<file path="src/rtl/uart_rx.sv">
// UART receiver: 16x-oversampled start/8 data/even parity/stop frames,
// with a ready/acknowledge holding register and parity/framing/overrun flags.
//
// state     | meaning
// IDLE      | line idle, waiting for rxd_s low
// START     | verifying start bit at mid-bit
// DATA      | sampling 8 data bits, LSB first
// PARITY    | sampling the parity bit
// STOP      | sampling stop bit, delivering the byte
// WAIT_HIGH | line held low after frame, waiting for idle
module uart_rx #(
    parameter int OVS       = 16,
    parameter bit PARITY_EN = 1'b1
) (
    input  logic       clk_uart,
    input  logic       clrn,
    input  logic       rxd,
    input  logic       rd_ack,
    output logic [7:0] d_out,
    output logic       r_ready,
    output logic       parity_err,
    output logic       frame_err,
    output logic       overrun,
    output logic       receiving
);

    localparam int              TW        = $clog2(OVS);
    localparam logic [TW-1:0]   TICK_HALF = TW'(OVS / 2 - 1);
    localparam logic [TW-1:0]   TICK_LAST = TW'(OVS - 1);

    typedef enum logic [2:0] {
        IDLE, START, DATA, PARITY, STOP, WAIT_HIGH
    } state_t;

    state_t        state, state_nx;
    logic          rxd_m, rxd_s;
    logic [TW-1:0] tick, tick_nx;
    logic [2:0]    bit_cnt, bit_cnt_nx;
    logic [7:0]    shift, shift_nx;
    logic          p_err, p_err_nx;
    logic          done;

    always_ff @(posedge clk_uart or negedge clrn) begin
        if (!clrn) begin
            rxd_m <= 1'b1;
            rxd_s <= 1'b1;
        end else begin
            rxd_m <= rxd;
            rxd_s <= rxd_m;
        end
    end

    always_ff @(posedge clk_uart or negedge clrn) begin
        if (!clrn) begin
            state   <= IDLE;
            tick    <= '0;
            bit_cnt <= '0;
            shift   <= '0;
            p_err   <= 1'b0;
        end else begin
            state   <= state_nx;
            tick    <= tick_nx;
            bit_cnt <= bit_cnt_nx;
            shift   <= shift_nx;
            p_err   <= p_err_nx;
        end
    end

    always_comb begin
        state_nx   = state;
        tick_nx    = tick;
        bit_cnt_nx = bit_cnt;
        shift_nx   = shift;
        p_err_nx   = p_err;
        done       = 1'b0;
        case (state)
            IDLE: begin
                tick_nx = '0;
                if (!rxd_s) state_nx = START;
            end
            START: begin
                if (tick == TICK_HALF) begin
                    tick_nx    = '0;
                    bit_cnt_nx = '0;
                    state_nx   = rxd_s ? IDLE : DATA;
                end else begin
                    tick_nx = tick + 1'b1;
                end
            end
            DATA: begin
                if (tick == TICK_LAST) begin
                    tick_nx    = '0;
                    shift_nx   = {rxd_s, shift[7:1]};
                    bit_cnt_nx = bit_cnt + 3'd1;
                    if (bit_cnt == 3'd7) state_nx = PARITY_EN ? PARITY : STOP;
                end else begin
                    tick_nx = tick + 1'b1;
                end
            end
            PARITY: begin
                if (tick == TICK_LAST) begin
                    tick_nx  = '0;
                    p_err_nx = (^shift) ^ rxd_s;
                    state_nx = STOP;
                end else begin
                    tick_nx = tick + 1'b1;
                end
            end
            STOP: begin
                if (tick == TICK_LAST) begin
                    tick_nx  = '0;
                    done     = 1'b1;
                    // a low stop bit may be a break; don't let it look like a new start
                    state_nx = rxd_s ? IDLE : WAIT_HIGH;
                end else begin
                    tick_nx = tick + 1'b1;
                end
            end
            WAIT_HIGH: begin
                if (rxd_s) state_nx = IDLE;
            end
            default: state_nx = IDLE;
        endcase
    end

    always_ff @(posedge clk_uart or negedge clrn) begin
        if (!clrn) begin
            d_out      <= 8'h00;
            r_ready    <= 1'b0;
            parity_err <= 1'b0;
            frame_err  <= 1'b0;
            overrun    <= 1'b0;
            receiving  <= 1'b0;
        end else begin
            receiving <= (state_nx == START) || (state_nx == DATA) ||
                         (state_nx == PARITY) || (state_nx == STOP);
            if (done) begin
                d_out      <= shift;
                parity_err <= PARITY_EN & p_err;
                frame_err  <= ~rxd_s;
                r_ready    <= 1'b1;
                if (r_ready && !rd_ack) overrun <= 1'b1;
                else if (rd_ack)        overrun <= 1'b0;
            end else if (rd_ack && r_ready) begin
                r_ready <= 1'b0;
                overrun <= 1'b0;
            end
        end
    end

endmodule

</file>
<file path="config.mk">
export PLATFORM = sky130hd
export DESIGN_NAME = uart_rx
export DESIGN_NICKNAME = d
export VERILOG_FILES = /design/src/rtl/uart_rx.sv
export SDC_FILE = /design/constraint.sdc
export NUM_CORES = 1
export LEC_CHECK = 0
export CAP_MARGIN = 40
export CORE_ASPECT_RATIO = 0.9
export CORE_MARGIN = 1.5
export CORE_UTILIZATION = 50
export DETAILED_ROUTE_END_ITERATION = 10
export PLACE_DENSITY_LB_ADDON = 0.1
export SYNTH_ARGS = -nofsm -noshare
export SYNTH_HDL_FRONTEND = slang
export SYNTH_SLANG_ARGS = --single-unit
</file>
<file path="constraint.sdc">
create_clock -name clk_uart -period 1.75 [get_ports clk_uart]
set_input_delay 0.35 -clock clk_uart [delete_from_list [all_inputs] [get_ports clk_uart]]
set_output_delay 0.35 -clock clk_uart [all_outputs]
set_load 0.02 [all_outputs]
</file>
==> metrics <==
Critical Path End Type flop; RSZ-0062 raised after global routing false; final worst slack 0.0855 ns; Yosys cell types 47; DR pass1 iterations 4; sequential-to-total area share from yosys stat 50.5%; WP data required 1.92 ns; GPL Wtd Cong 0.843; DRT iter0 DRCs 80; Yosys warning count 0; Syn Inst Count 147; most common cell in the netlist dfrtp_1; Avg Synthesized Cell Area 11.5 sq um; clk buf depth 2; die area 3740 sq um; flops & latches, synth 34; CP startpoint tick[1]; CTS tree done; share of the synthesized area in the top cell type 47.4%; slowest CP cell dfrtp_1; total power 2.41 mW; DPL Wire Length 2220 um; crit path cell chain ha_1 -> and3_1 -> and3_2 -> mux2_1; Pwr Density 1180 nW/um^2; share of cells above drive strength 1 16.7%; Clock Pin Slew Worst Setup and Hold Paths 0.07 ns; global-route wire length before repair 5320 um; Clock Skew 0.00679 ns; final hold violation count 0; cell depth of the worst flop-to-flop path 4; core area 3140 sq um; GRT Util Overall 19.0%; Net Count, Synth 154; Post-synth EDFFs 0; DIE WIDTH 64.3 um; r2r setup slk 0.09 ns; Slew HR 72.2%; number of clock sinks 34; initial core utilization 53.8%; crit path to shift[5]; DP Worst Slack 0.0680 ns; most instantiated cells after synthesis 32 x dfrtp_1, 17 x mux2_1, 9 x nor2_1; # setup viols final 0; busiest grt layer met2; H-tree depth 2; post-route ant nets 0; Slew @ Worst Pin 0.417 ns; Leak Pwr 0.956 nW; Post-Syn Area 1690 sq um; Buffers on Ports 16; top achievable clock speed 0.601 GHz; Max VDD drop 0.000761 V; met2 usage 32.3%; Final nets 180; reg2reg start tick[1]; Final min period 1.66 ns; Final period util 95.1%; Clock Tree Root clkbuf_8; Antenna Diode Count 0; Post-CTS Hold Buffers 0; Final TNS setup 0 ns; met3 usage 5.83%; fillers 250; WP data arrival 1.83 ns; Crit Path Max Fanout 8; via count of the first global-routing pass 1,186; Top FF cell, synth dfrtp_1; routed vias/inst 5.54; Inserted Clock Buffers 5; via count 1,196; Worst Path Class, Setup reg -> reg; Post-Route WL 3070 um; # IOs 17; Crit path largest cell delay 0.38 ns; met1 Use GR 22.4%; row count 19; reg-to-reg endpoint shift[5]; outcome complete, no violations; maxcap violations 0; Tightest Hold Check Type reg -> reg; Clock Latency Late Sink 0.29 ns; gr ovfl total 0; initial antenna violation count 0; hold path cells 0; Worst Setup Start Kind flop; DR WL/cell 14.2 um; largest net degree at the start of global routing 35; Remaining DRCs 0; Synth area leader dfrtp_1; largest cells by area after synthesis dfrtp_1 47%, mux2_1 11%, dfstp_2 3.1%; asr flop ratio synth 100%; Die Span Y 58.1 um; Final Max Slew Viols 0; Syn-to-layout area delta 20.9%
## power by group
part	leakage (nW)	switching, mW	internal (mW)
Combinational	0.467	0.421	0.429
Clock	0.0450	0.270	0.275
Sequential	0.445	0.113	0.901
Total	0.956	0.803	1.60
## stage by stage
step / hold WS, ns / util [%] / cells / cell area [sq um]
floorplan: 0.0544 / - / 147 / 1690
detailed placement: 0.352 / 62.2 / 208 / 1950
global route: 0.364 / 65.1 / 216 / 2040
CTS: 0.361 / 64.8 / 216 / 2030
global placement: 0.346 / 62.2 / 208 / 1950
finish: 0.360 / 65.1 / 216 / 2040
## worst min-delay path by stage
stage | from | end | slack [ns]
2_1_floorplan | clrn | bit_cnt[0] | 0.05
3_3_place_gp | rxd_m | rxd_s | 0.35
3_5_place_dp | rxd_m | rxd_s | 0.35
4_1_cts | rxd_m | rxd_s | 0.36
5_1_grt | rxd_m | rxd_s | 0.36
6_report | rxd_m | rxd_s | 0.36
## critical path, delay by kind of cell, from the launching register on
kind / cells / cell delay [ns]
DFF: 1 / 0.38
muxes: 1 / 0.34
adders and majority gates: 1 / 0.17
and+or+nand+nor: 2 / 0.65
## registers in the layout, indices dropped and copies added (netlist names)
register,cells
d_out,8
shift,8
tick,4
bit_cnt,3
state,3
frame_err,1
overrun,1
p_err,1
parity_err,1
r_ready,1
receiving,1
rxd_m,1
rxd_s,1
## layout make-up
cell class	instances	area (sq um)	share of cell area, %
repair buffers	29	270	13.2
multi-input cells	100	771	37.7
clock inverters	2	10.0	0.490
clock buffers	6	72.6	3.55
well taps	42	52.6	2.57
flip-flops and latches	34	855	41.9
inverters	3	11.3	0.551
## cell usage in the layout, fill, tap and decap left out, types with 3 or more instances in the layout
| master | n |
|---|---|
| a21oi_1 | 4 |
| a22o_1 | 3 |
| and3_1 | 3 |
| buf_4 | 12 |
| clkbuf_8 | 5 |
| clkdlybuf4s50_1 | 16 |
| dfrtp_1 | 31 |
| ha_1 | 3 |
| mux2_1 | 17 |
| nand2_1 | 3 |
| nor2_1 | 9 |
| nor3_1 | 4 |
| o21ai_0 | 4 |
| o21ai_1 | 7 |
| xnor2_1 | 5 |
## repair_timing
item                       in CTS  in global routing
setup endpoints to repair       0                  9
setup buffers                   0                  0
hold endpoints to repair        0                  0
gates resized for setup         0                  3
## metal layers
metal	share of wire, %	vias up
li1	-	585
met1	44	579
met2	49	23
met3	4.6	9
met4	2.7	0
met5	0	-
## cells by family after synthesis
family,synth area share (%)
compound gates,13.9
xor+xnor,4.44
fa+ha+maj,2.22
buf+inv,4.22
flops,50.5
mux,12.6
simple gates,12.1
(Power assumes the default switching activity.)
